**src/rtl/dmem_access_ctrl.sv**
```systemverilog
// Sequences single CPU load/store requests onto the DMEM tri-state port:
// address setup, programmable wait states, and a bus-turnaround cycle after stores.
module dmem_access_ctrl #(
  parameter int DATA_WIDTH  = 16,
  parameter int ADDR_WIDTH  = 8,
  parameter int WAIT_STATES = 1
) (
  input  logic                  clk,
  input  logic                  rst,
  input  logic                  cpu_req,
  input  logic                  cpu_we,
  input  logic [ADDR_WIDTH-1:0] cpu_addr,
  input  logic [DATA_WIDTH-1:0] cpu_wdata,
  output logic                  cpu_ack,
  output logic [DATA_WIDTH-1:0] cpu_rdata,
  output logic                  cpu_busy,
  output logic                  drive_enable,
  output logic [DATA_WIDTH-1:0] drive_value,
  output logic [ADDR_WIDTH-1:0] current_addr,
  input  logic [DATA_WIDTH-1:0] current_value
);

  // state  | meaning
  // IDLE   | waiting for cpu_req
  // SETUP  | address presented, bus released
  // ACCESS | WAIT_STATES+1 cycles; stores drive the bus, loads sample at the end
  // TURN   | stores only: bus released before anyone else may drive it
  // DONE   | one-cycle cpu_ack
  typedef enum logic [2:0] {IDLE, SETUP, ACCESS, TURN, DONE} state_t;

  localparam logic [3:0] WAIT_INIT = 4'(WAIT_STATES);

  state_t                  state, state_nx;
  logic [3:0]              wait_cnt;
  logic                    we_q;
  logic [DATA_WIDTH-1:0]   wdata_q;
  logic                    accept;
  logic                    last_access;

  assign accept      = (state == IDLE) && cpu_req;
  assign last_access = (state == ACCESS) && (wait_cnt == 4'd0);

  always_ff @(posedge clk or posedge rst) begin
    if (rst) state <= IDLE;
    else     state <= state_nx;
  end

  always_comb begin
    state_nx = state;
    case (state)
      IDLE:    if (cpu_req) state_nx = SETUP;
      SETUP:   state_nx = ACCESS;
      ACCESS:  if (wait_cnt == 4'd0) state_nx = we_q ? TURN : DONE;
      TURN:    state_nx = DONE;
      DONE:    state_nx = IDLE;
      default: state_nx = IDLE;
    endcase
  end

  // Outputs are registered from the next state so they line up with the state cycle.
  always_ff @(posedge clk or posedge rst) begin
    if (rst) begin
      wait_cnt     <= 4'd0;
      we_q         <= 1'b0;
      wdata_q      <= '0;
      current_addr <= '0;
      drive_value  <= '0;
      drive_enable <= 1'b0;
      cpu_rdata    <= '0;
      cpu_ack      <= 1'b0;
      cpu_busy     <= 1'b0;
    end else begin
      if (accept) begin
        we_q         <= cpu_we;
        wdata_q      <= cpu_wdata;
        current_addr <= cpu_addr;
      end
      if (state == SETUP)
        wait_cnt <= WAIT_INIT;
      else if ((state == ACCESS) && (wait_cnt != 4'd0))
        wait_cnt <= wait_cnt - 4'd1;
      if (last_access && !we_q)
        cpu_rdata <= current_value;
      drive_enable <= (state_nx == ACCESS) && we_q;
      if ((state_nx == ACCESS) && we_q)
        drive_value <= wdata_q;
      cpu_ack  <= (state_nx == DONE);
      cpu_busy <= (state_nx != IDLE);
    end
  end

endmodule

```
**config.mk**
```make
export PLATFORM = sky130hd
export DESIGN_NAME = dmem_access_ctrl
export DESIGN_NICKNAME = d
export VERILOG_FILES = /design/src/rtl/dmem_access_ctrl.sv
export SDC_FILE = /design/constraint.sdc
export NUM_CORES = 1
export LEC_CHECK = 0
export ABC_AREA = 0
export CORE_MARGIN = 5
export CORE_UTILIZATION = 46
export CTS_CLUSTER_DIAMETER = 150
export DETAILED_ROUTE_END_ITERATION = 10
export PLACE_DENSITY_LB_ADDON = 0.1
export SYNTH_ARGS = -nofsm -noshare
export SYNTH_HDL_FRONTEND = slang
export SYNTH_SLANG_ARGS = --single-unit
```
**constraint.sdc**
```tcl
create_clock -name clk -period 3.36 [get_ports clk]
set_clock_uncertainty 0.05 [all_clocks]
set_input_delay 0.336 -clock clk [delete_from_list [all_inputs] [get_ports clk]]
set_output_delay 0.336 -clock clk [all_outputs]
set_load 0.01 [all_outputs]
```
==> flow_metrics.tcl, run 1 <==
set metrics [dict create \
    cts_buffers 9 \
    post_cts_buffers 0 \
    cts_root_buffer "clkbuf_8" \
    die_h_um 88.60 \
    max_freq_ghz 0.4127 \
    layout_min_cycle_time_ns 2.423 \
    vias_per_cell 5.170 \
    grt-ovfl-total 0 \
    worst_slew_pin_slew_ns 0.7313 \
    cts_tree "done" \
    cp_data_required_time_ns 3.54 \
    core_um2 5956 \
    hold_ws_ns 0.3821 \
    path_max_fanout 16 \
    relSlewSlack_pct 51.17 \
    totalWireLength_mm 6.359 \
    gp_congestion 0.8467 \
    rsz0062_at_grt "false" \
    ant_nets 0 \
    ir_worst_vdd_uv 570.0 \
    wire_per_inst_um 16.35 \
    synthFlopType "dfrtp_1" \
    antenna_cells 0 \
    drv_cap 0 \
    drt_pre_antenna_iters 4 \
    timing.final.hold_violations 0 \
    ys_seq_elements 67 \
    dp_hpwl_mm 4.441 \
    fin_cells 389 \
    syn_area_per_cell_um2 12.74 \
    fin_crit_sh_pct 72.12 \
    synth_top_area_share_pct 59.00 \
    power_density_nw_per_um2 982.2 \
    grt_pass1_wl_mm 10.09 \
    setup_viol 0 \
    synth-edff-count 0 \
    seq_area_frac_synth_pct 59.00 \
    final_nets 355 \
    synth_top_cells_by_area "dfrtp_1 (59%), mux2_2 (12%), mux2_4 (5.3%)" \
    total_leakage_power_nw 1.694 \
    syn_inst 223 \
    vias 2011 \
    htreeDepth 3 \
    clk_latency_ns 0.35 \
    critPathKind "reg -> reg" \
    rows 28 \
    grt_max_degree 36 \
    syn_nets 269 \
    async_flop_share_pct 100.0 \
    port_buffers 86 \
    cts_buffer_depth 2 \
    crit_path_start_kind "flip-flop" \
    ioPinCount 87 \
    clkSinkCount 67 \
    synth_commonest_cells "dfrtp_1 (67), mux2_2 (31), nand2_1 (31)" \
    fin_setup_tns_ns 0 \
    grtUsageTotal_pct 17.05 \
    finalMaxSlewViolations 0 \
    hold_class "in -> async" \
    drc 0 \
    cts.clk_slew.worst_paths_ns 0.08 \
    synthDistinctLibCells 37 \
    syn-cell-area_um2 2841 \
    yosys_warnings 0 \
    drtIter0Drc 113 \
    cts_resized 0 \
    critPathCaptureType "flip-flop" \
    status "completed" \
    holdBufCountCts 0 \
    antenna_found_initial 0 \
    dp_cells 373 \
    layout-drive-gt1-share_pct 21.02 \
    dieArea_um2 7849 \
    crit_arrival_ns 2.60 \
    area_growth_pct 39.50 \
    yosysTopAreaCell "dfrtp_1" \
    grt_pass1_vias 2079 \
    dieWidth_um 88.60 \
    start_util_pct 47.71 \
    synthMostInstantiatedCell "dfrtp_1" \
]
-- state kept, by name, indices dropped and copies added (netlist names) --
name / cells
cpu_ack: 1
cpu_busy: 1
cpu_rdata: 16
current_addr: 8
drive_enable: 1
drive_value: 16
state: 3
wait_cnt: 4
wdata_q: 16
we_q: 1
-- metrics by stage --
step	total power [mW]	instance area (um2)	util [%]	worst slack (ns)
detailed placement	3.252	3761	63.15	0.9662
floorplan	2.463	2841	-	1.011
global route	4.156	3964	66.55	0.8725
CTS	3.937	3964	66.55	0.9453
global placement	3.202	3761	63.15	1.022
finish	3.893	3964	66.55	0.9367
-- final cells by class --
type | instances | area [um2]
inverter | 5 | 18.77
clock inverter | 6 | 65.06
sequential | 67 | 1677
fill | 487 | 1992
clock buffer | 10 | 137.6
timing repair buffer | 91 | 910.9
multi-input combinational | 135 | 1061
tap | 75 | 93.84
-- worst paths after layout --
kind                               startpoint         endpoint  slack, ns  cells after the start
max in group asynchronous                 rst  drive_value[13]       2.24                      3
worst min register to register  cpu_rdata[10]    cpu_rdata[10]       0.46                      1
min in group clk                cpu_rdata[10]    cpu_rdata[10]       0.46                      1
worst min-delay path                      rst     cpu_rdata[7]       0.38                      2
worst max-delay path              wait_cnt[0]     cpu_rdata[4]       0.94                      5
worst max register to register    wait_cnt[0]     cpu_rdata[4]       0.94                      5
-- routing by layer --
metal	wire length (um)	up-vias	track usage, %
li1	-	955	-
met1	2783	976	21.65
met2	2907	74	25.56
met3	620	6	8.473
met4	47	0	5.632
met5	0	-	0
-- where the power goes --
group | switching [mW] | internal (mW)
Combinational | 0.706 | 1.02
Clock | 0.313 | 0.361
Sequential | 0.294 | 1.20
-- critical path: stages, from the launching register on --
cell,delay (ns)
dfrtp_1,0.44
inv_1,0.11
ha_1,0.18
or3b_1,0.49
or4_4,0.68
mux2_4,0.35
-- layout by cell type (no fill, tap or decap), drive strengths merged, types with 5 or more instances in the layout --
master	n
clkdlybuf4s50	86
inv	5
nor2b	5
clkbuf	10
mux2	41
buf	5
nand2	31
o22ai	17
dfrtp	67
nor2	6
-- cells by family (layout without fill, tap and decap cells) --
group | count (synthesis) | count (layout) | synth area share, %
flip-flops | 67 | 67 | 59.00
AND/OR/NAND/NOR | 57 | 57 | 10.17
multiplexers | 41 | 41 | 17.57
AO/OA/AOI/OAI | 35 | 35 | 8.410
buffers and inverters | 21 | 112 | 3.963
adder cells (fa/ha/maj) | 2 | 2 | 0.8805
Power figures use the tool's default switching activity.
==> run 2, diff against run 1 <==
- CORE_UTILIZATION: 46 -> 42
- clock period: 3.36 -> 2 ns (I/O delays scaled with it)
==> run 2 against run 1 <==
Against the previous run: the run now ends with setup timing left; combinational power grew 88%; non-clock buffer count up 12; clock power grew 87%; count of clock-buffer cells in the layout up 2; flip-flop and latch count stayed put; utilization fell by 4.6 points.
==> flow_metrics.tcl, run 2 (synthesis gave the netlist of run 1 again) <==
set metrics [dict create \
    fin_setup_tns_ns -0.1891 \
    timing.final.hold_violations 0 \
    layout_common_cells "clkdlybuf4s50_1 (86), dfrtp_1 (67), mux2_2 (31), nand2_1 (31), o22ai_1 (17)" \
    max_freq_ghz 0.4927 \
    rows 30 \
    dieWidth_um 92.25 \
    hold_ws_ns 0.1565 \
    place_ws_ns -0.09816 \
    totalWireLength_mm 6.248 \
    layout-drive-gt1-share_pct 25.08 \
    antenna_cells 0 \
    p_sw_share_pct 32.11 \
    top_regs "cpu_rdata: 16 flops, drive_value: 16 flops, wdata_q: 16 flops" \
    crit_path_start_kind "flip-flop" \
    setup_viol 8 \
    ioPinCount 87 \
    holdBufCountCts 0 \
    total_power_mw 6.858 \
    dp_cells 390 \
    violations "setup timing" \
    grt_pass1_vias 2067 \
    cts_tree "done" \
    ant_nets 0 \
    cts_buffers 9 \
    antenna_found_initial 0 \
    vias_per_cell 5.000 \
    grt-ovfl-total 0 \
    clk_latency_ns 0.32 \
    pwr-share-seq_pct 34.5 \
    max_stage_delay_ns 0.54 \
    clock_power_share_pct 18.4 \
    fin_cells 407 \
    htreeDepth 3 \
    path_cells "inv_2 > ha_4 > or3b_4 > or4_4 > mux2_4" \
    drt_pre_antenna_iters 4 \
    wire_per_inst_um 15.35 \
    drc 0 \
    final_nets 368 \
    fill_cells 543 \
    rsz0062_at_grt "true" \
    fin_ws_ns -0.02964 \
    port_buffers 86 \
    relSlewSlack_pct 62.42 \
    start_util_pct 42.53 \
    critPathBufInv 1 \
    vias 2035 \
    total_leakage_power_nw 1.785 \
    critPathKind "reg -> reg" \
    final_common_cell "clkdlybuf4s50_1" \
    grtUsageTotal_pct 15.02 \
    reg2reg_slack_ns -0.03 \
    cts.clk_slew.worst_paths_ns 0.07 \
    clkSinkCount 67 \
    gp_congestion 0.8056 \
    status "complete, but fails checks" \
    utilization_pct 61.91 \
    power_density_nw_per_um2 1658 \
    hold_class "in -> async" \
    power_frac_comb_pct 47.2 \
    die_h_um 92.25 \
    path_max_fanout 8 \
    placed_cell_area_um2 3885 \
    core_um2 6681 \
    grt_max_degree 28 \
    area_growth_pct 45.57 \
    cts_root_buffer "clkbuf_8" \
    p_switching_mw 2.202 \
    grt_pass1_wl_mm 10.13 \
    slowest_stage "or4_4" \
    final_cell_area_um2 4136 \
    cts_buffer_depth 2 \
    dp_hpwl_mm 4.287 \
    finalMaxSlewViolations 0 \
    worst_slew_pin_slew_ns 0.5638 \
    dieArea_um2 8510 \
    internal-power_mw 4.656 \
    crit_family "simple AND/OR/NAND/NOR gates" \
    drv_cap 0 \
    fin_crit_sh_pct 101.5 \
    critPathCaptureType "flip-flop" \
    drtIter0Drc 125 \
    ir_worst_vdd_uv 745.0 \
    cp_data_required_time_ns 2.16 \
    layout_min_cycle_time_ns 2.030 \
    crit_arrival_ns 2.19 \
]
-- run 2: per-layer routing --
| layer | track usage [%] | up-vias | wire length (um) |
|---|---|---|---|
| met2 | 22.38 | 64 | 2826 |
| met5 | 0 | - | 0 |
| met1 | 20.07 | 977 | 2910 |
| met4 | 6.683 | 0 | 88 |
| met3 | 4.676 | 8 | 423 |
| li1 | - | 986 | - |
-- run 2: path summary, 6_finish.rpt --
kind / from / end / cells after the start
hold / removal: rst / cpu_rdata[8] / 2
setup / recovery: wait_cnt[1] / cpu_rdata[14] / 5
max in group asynchronous: rst / current_addr[1] / 3
hold reg to reg: cpu_rdata[11] / cpu_rdata[11] / 1
min in group clk: cpu_addr[3] / current_addr[3] / 2
setup reg to reg: wait_cnt[1] / cpu_rdata[14] / 5
-- run 2: power groups by stage --
stage	clock network, mW	logic, mW	registers (mW)
floorplan	0	1.60	2.54
global placement	0	3.18	2.36
detailed placement	0	3.23	2.38
CTS	1.30	3.28	2.37
global route	1.36	3.53	2.45
finish	1.26	3.23	2.36
-- run 2: cell type report --
class / count / area, um2 / area share (%)
clock buffer: 12 / 155.1 / 3.751
clock inverter: 4 / 72.57 / 1.754
inverter: 5 / 18.77 / 0.4537
multi-input combinational: 136 / 1087 / 26.29
sequential: 67 / 1677 / 40.53
tap: 80 / 100.1 / 2.420
timing repair buffer: 103 / 1026 / 24.80
-- run 2: worst reg2reg max path, stage by stage, from the launching register on --
cell     delay, ns
dfrtp_1       0.39
inv_2         0.09
ha_4          0.13
or3b_4        0.38
or4_4         0.54
mux2_4        0.34
-- run 2: timing repair --
| action | 4_1_cts | 5_1_grt |
|---|---|---|
| gates cloned | 1 | 0 |
| resized for setup | 5 | 0 |
| hold endpoints to repair | 0 | 0 |
| setup endpoints to repair | 16 | 15 |
| buffers inserted | 0 | 0 |
==> run 3, diff against run 2 <==
- SLEW_MARGIN: default -> 0
==> results of run 3 <==
Final layout, timing and power as in run 2 (identical DEF).
